==> config.mk <==
export PLATFORM = sky130hd
export DESIGN_NAME = dmem_arbiter
export DESIGN_NICKNAME = d
export VERILOG_FILES = /design/src/rtl/dmem_arbiter.sv
export SDC_FILE = /design/constraint.sdc
export NUM_CORES = 1
export LEC_CHECK = 0
export BUFFER_PORTS_ARGS = -buffer_cell sky130_fd_sc_hd__buf_2
export CORE_AREA = 2 2 118 120
export DETAILED_ROUTE_END_ITERATION = 10
export DIE_AREA = 0 0 120 122
export GPL_TIMING_DRIVEN = 0
export HOLD_SLACK_MARGIN = 0.08
export PLACE_DENSITY = 0.65
export SYNTH_ARGS = -nofsm -noshare
export SYNTH_HDL_FRONTEND = slang
export SYNTH_SLANG_ARGS = --single-unit
==> constraint.sdc <==
create_clock -name clk -period 3.73 [get_ports clk]
set_clock_uncertainty 0.1 [all_clocks]
set_input_delay 0.9325 -clock clk [delete_from_list [all_inputs] [get_ports clk]]
set_output_delay 0.9325 -clock clk [all_outputs]
set_load 0.02 [all_outputs]
==> src/rtl/dmem_arbiter.sv <==
// Round-robin arbiter sharing one data-memory port between the MEM stage (port 0)
// and a secondary master (port 1), with access timeout and MEM-stage stall.
module dmem_arbiter #(
    parameter int unsigned AW      = 32,
    parameter int unsigned DW      = 32,
    parameter int unsigned TIMEOUT = 16
) (
    input  logic          clk,
    input  logic          reset_n,
    input  logic          m0_req,
    input  logic          m0_we,
    input  logic [AW-1:0] m0_addr,
    input  logic [DW-1:0] m0_wdata,
    output logic [DW-1:0] m0_rdata,
    output logic          m0_ack,
    output logic          m0_err,
    input  logic          m1_req,
    input  logic          m1_we,
    input  logic [AW-1:0] m1_addr,
    input  logic [DW-1:0] m1_wdata,
    output logic [DW-1:0] m1_rdata,
    output logic          m1_ack,
    output logic          m1_err,
    output logic          mem_stall,
    output logic          d_req,
    output logic          d_write_enable,
    output logic [AW-1:0] d_address,
    output logic [DW-1:0] d_data_write,
    input  logic [DW-1:0] d_data_read,
    input  logic          d_data_valid
);

    typedef enum logic {StIdle, StBusy} state_e;

    state_e        r_state;
    state_e        w_state_next;
    logic          r_last_grant;  // doubles as the current grant while BUSY
    logic [7:0]    r_cnt;
    logic          r_d_req;
    logic          r_d_we;
    logic [AW-1:0] r_d_addr;
    logic [DW-1:0] r_d_wdata;

    logic w_any_req;
    logic w_grant_sel;
    logic w_busy;
    logic w_timeout;
    logic w_done;

    assign w_any_req = m0_req | m1_req;
    assign w_busy    = (r_state == StBusy);
    // Valid in the timeout cycle takes priority, so the timeout only counts without valid
    assign w_timeout = w_busy & ~d_data_valid & (r_cnt == 8'(TIMEOUT - 1));
    assign w_done    = w_busy & (d_data_valid | w_timeout);

    always_comb begin
        if (m0_req && m1_req) begin
            w_grant_sel = ~r_last_grant;
        end else begin
            w_grant_sel = ~m0_req;
        end
    end

    // State register
    always_ff @(posedge clk or negedge reset_n) begin
        if (!reset_n) begin
            r_state <= StIdle;
        end else begin
            r_state <= w_state_next;
        end
    end

    // Next-state logic
    always_comb begin
        w_state_next = r_state;
        unique case (r_state)
            StIdle: if (w_any_req) w_state_next = StBusy;
            StBusy: if (w_done)    w_state_next = StIdle;
            default:               w_state_next = StIdle;
        endcase
    end

    // Completion outputs
    always_comb begin
        m0_ack   = 1'b0;
        m1_ack   = 1'b0;
        m0_err   = 1'b0;
        m1_err   = 1'b0;
        m0_rdata = '0;
        m1_rdata = '0;
        if (w_done) begin
            if (r_last_grant == 1'b0) begin
                m0_ack   = 1'b1;
                m0_err   = w_timeout;
                m0_rdata = d_data_valid ? d_data_read : '0;
            end else begin
                m1_ack   = 1'b1;
                m1_err   = w_timeout;
                m1_rdata = d_data_valid ? d_data_read : '0;
            end
        end
    end

    assign mem_stall = m0_req & ~m0_ack;

    // Memory-side datapath, grant and timeout counter
    always_ff @(posedge clk or negedge reset_n) begin
        if (!reset_n) begin
            r_last_grant <= 1'b1;
            r_cnt        <= '0;
            r_d_req      <= 1'b0;
            r_d_we       <= 1'b0;
            r_d_addr     <= '0;
            r_d_wdata    <= '0;
        end else if (r_state == StIdle) begin
            if (w_any_req) begin
                r_last_grant <= w_grant_sel;
                r_cnt        <= '0;
                r_d_req      <= 1'b1;
                r_d_we       <= w_grant_sel ? m1_we : m0_we;
                r_d_addr     <= w_grant_sel ? m1_addr : m0_addr;
                r_d_wdata    <= w_grant_sel ? m1_wdata : m0_wdata;
            end
        end else if (w_done) begin
            r_d_req <= 1'b0;
            r_d_we  <= 1'b0;
        end else begin
            r_cnt <= r_cnt + 8'd1;
        end
    end

    assign d_req          = r_d_req;
    assign d_write_enable = r_d_we;
    assign d_address      = r_d_addr;
    assign d_data_write   = r_d_wdata;

endmodule

==> impl_metrics.env <==
export IMPL_wl_met2_um=7430
export IMPL_fmax_mhz=294
export IMPL_ios=302
export IMPL_post_dp_hpwl_um=11900
export IMPL_period_needed_ns=3.40
export IMPL_cpLargestDelayFamily="simple AND/OR/NAND/NOR gates"
export IMPL_ff2ff_setup_slack_ns=1.76
export IMPL_holdCritStartpoint="d_data_write[22]$_DFFE_PN0P_"
export IMPL_cell_internal_pwr_uw=2160
export IMPL_drive_gt1_share_pct=43.9
export IMPL_dpl_cell_count=936
export IMPL_ys_ff_latch=76
export IMPL_ant_nets=0
export IMPL_via_per_inst=4.53
export IMPL_path_clk_slew_ns=0.06
export IMPL_final_hold_violation_count=0
export IMPL_dieHeight_um=122
export IMPL_crit_required_ns=2.70
export IMPL_syn2layout_area_growth_pct=49.8
export IMPL_worst_slew_pin_slew_ns=0.899
export IMPL_p_clk_share_pct=21.1
export IMPL_nFillCells=1414
export IMPL_cts_root_buf="clkbuf_16"
export IMPL_coreArea_mm2=0.0135
export IMPL_worst_path_max_fanout=10
export IMPL_rr_startpoint="r_state$_DFF_PN0_"
export IMPL_tns_ns=0
export IMPL_ir_drop_v=0.000326
export IMPL_drtIter0Drc=95
export IMPL_yosysWarnings=0
export IMPL_multiInputGateArea_mm2=0.00193
export IMPL_critPathBufInv=2
export IMPL_p_comb_share_pct=43.8
export IMPL_initial_core_util_pct=30.0
export IMPL_regArea_mm2=0.00190
export IMPL_worstHoldPathCells=2
export IMPL_drtPass1Iterations=4
export IMPL_rsz0062_at_grt="no"
export IMPL_synth_nets=623
export IMPL_r2r_end="d_address[7]$_DFFE_PN0P_"
export IMPL_drt_total_wl_um=14400
export IMPL_fin_total_pwr_uw=3730
export IMPL_wl_met1_um=5290
export IMPL_nets=935
export IMPL_final_cells=952
export IMPL_relSlewSlack_pct=39.9
export IMPL_min_to="d_data_write[22]$_DFFE_PN0P_"
export IMPL_h_tree_depth=3
export IMPL_p_sw_share_pct=42.3
export IMPL_sequentialPowerShare_pct=35.1
export IMPL_cp_cell_sequence="ha_1 -> nand3_1 -> nor2_4 -> o211ai_4 -> buf_6 -> nor2_1 -> buf_2"
export IMPL_p_leak_uw=0.00348
export IMPL_clock_sinks=76
export IMPL_synth_cells=455
export IMPL_powerDensity_mw_per_mm2=615
export IMPL_dieWidth_um=120
export IMPL_antenna_found_initial=0
export IMPL_maxSlewViolCount=0
export IMPL_fin_util_pct=44.9
export IMPL_cts_resized=0
export IMPL_postCtsHoldBufs=0
export IMPL_cpPeakStageDelay_ns=0.42
export IMPL_crit_path_start_kind="flop"
export IMPL_status="completed"
export IMPL_highest_layer="met4"
export IMPL_grt_max_degree=42
export IMPL_ff2ff_path_depth=5
export IMPL_grt_use_total_pct=19.5
export IMPL_ys_seq_area_share_pct=47.0
export IMPL_dieArea_mm2=0.0146
export IMPL_worstSetupPathType="flop to output port"
export IMPL_maxCapViolCount=0
export IMPL_finalSetupViolations=0
export IMPL_avgSynthCellArea_um2=8.90
export IMPL_cp_slowest_cell="dfrtp_1"
export IMPL_cts_setup_buffers=0
export IMPL_io_buffers=300
export IMPL_route_detailed_drc=0
export IMPL_cts_tree="done"
export IMPL_wl_met3_um=1060
export IMPL_grt_first_pass_wirelength_um=21800
export IMPL_cp_end_kind="output port"
export IMPL_num_antenna_cells=0
export IMPL_clockBufferDepth=2
export IMPL_place_gp_congestion=0.830
export IMPL_cts_buffers_inserted=9
export IMPL_synth_cell_type_count=34
export IMPL_power_switching_uw=1580
export IMPL_fp_row_count=43
export IMPL_grt_pass1_vias=4175
export IMPL_syn_cell_area_mm2=0.00405
export IMPL_period_share_pct=91.1
export IMPL_holdCritPathClass="flop to flop"
export IMPL_num_vias=4311
export IMPL_cp_arrival_ns=2.37
export IMPL_clk_latency_ns=0.32
export IMPL_avgRoutedWirePerCell_um=15.1
export IMPL_globalRouteOverflowTotal=0
cell usage in the layout (no fill, tap or decap), types with 2 or more instances in the layout:
cell       count
nor4_1         2
o21a_1         2
a21oi_1        3
clkbuf_16      9
dfrtp_1       75
nand2_1      101
o21ai_0       68
nor2_1        70
clkbuf_1      16
a31oi_1        2
o211ai_4       2
buf_2        303
inv_1          5
buf_4          7
buf_6          6
nand3_1        9
mux2i_1       66
clkinv_2       3
nand2b_1       2
worst min-delay path, delay by kind of cell, from the launching register on:
kind | cells | cell delay, ns
and+or+nand+nor | 1 | 0.04
AOI/OAI and AO/OA | 1 | 0.06
DFF | 1 | 0.33
cell families (layout without fill, tap and decap cells):
| kind of cell | Yosys count | after routing | synth area share [%] |
|---|---|---|---|
| DFF | 76 | 76 | 47.0 |
| buffers and inverters | 37 | 354 | 5.22 |
| AOI/OAI and AO/OA | 85 | 85 | 12.3 |
| adders and majority gates | 1 | 1 | 0.309 |
| and+or+nand+nor | 190 | 190 | 18.8 |
| muxes | 66 | 66 | 16.3 |
routing by layer:
| layer | global-route usage (%) | up-vias |
|---|---|---|
| met2 | 37.0 | 197 |
| met4 | 9.56 | 0 |
| li1 | - | 2156 |
| met3 | 4.49 | 24 |
| met5 | 0 | - |
| met1 | 20.0 | 1934 |
flip-flops by register name (all words and copies together), names as in the netlist:
register	cells
d_address	32
d_data_write	32
r_cnt	8
d_req	1
d_write_enable	1
r_last_grant	1
r_state	1
cell type report:
class,instances,area share (%)
well taps,180,3.71
multi-input cells,342,31.9
flip-flops and latches,76,31.4
inverters,5,0.309
clock buffers,10,3.77
plain buffers,32,3.18
clock inverters,6,0.660
repair buffers,301,25.1
power groups by stage:
stage               combinational, uW  sequential (uW)  clock, uW
CTS                              1670             1310        808
global placement                 1650             1310          0
detailed placement               1670             1320          0
global route                     1790             1350        840
floorplan                         640             1670          0
finish                           1640             1310        787
per-stage QoR:
stage / worst slack, ns / hold WS [ns] / instance area [um^2]
floorplan: 0.783 / 0.368 / 4050
global placement: 0.585 / 0.358 / 5780
detailed placement: 0.580 / 0.365 / 5800
CTS: 0.342 / 0.378 / 6070
global route: 0.211 / 0.394 / 6070
finish: 0.331 / 0.373 / 6070
synth_stat cells:
master / n / area share [%]
a211oi_1: 1 / 0.19
a21boi_0: 1 / 0.19
a21oi_1: 3 / 0.37
a22o_2: 1 / 0.25
a2bb2oi_1: 1 / 0.22
a31oi_1: 2 / 0.31
a41oi_1: 1 / 0.22
and4_1: 1 / 0.22
buf_1: 1 / 0.093
buf_2: 4 / 0.49
buf_4: 6 / 1.1
buf_6: 6 / 1.7
clkbuf_1: 15 / 1.4
dfrtp_1: 75 / 46
dfstp_2: 1 / 0.65
ha_1: 1 / 0.31
inv_1: 5 / 0.46
mux2i_1: 66 / 16
nand2_1: 101 / 9.4
nand2b_1: 2 / 0.31
nand3_1: 9 / 1.1
nand4_1: 1 / 0.15
nor2_1: 70 / 6.5
nor2_4: 1 / 0.28
nor2b_1: 1 / 0.15
nor4_1: 2 / 0.31
o211ai_4: 2 / 1.1
o21a_1: 2 / 0.37
o21ai_0: 68 / 8.4
o21ai_4: 1 / 0.40
o21bai_1: 1 / 0.19
o31ai_1: 1 / 0.19
or3_1: 1 / 0.15
or4_4: 1 / 0.28
worst max path at each step:
stage,start,endpoint,cells after the start
after floorplan,d_data_valid,m0_err,3
after global placement,d_data_valid,m0_rdata[4],5
after detailed placement,d_data_valid,m0_rdata[4],5
after CTS,r_cnt[0]$_DFFE_PN0P_,m0_rdata[4],7
after global routing,r_cnt[0]$_DFFE_PN0P_,m0_rdata[4],7
final,r_cnt[0]$_DFFE_PN0P_,m0_rdata[4],7
(Power assumes the default switching activity.)
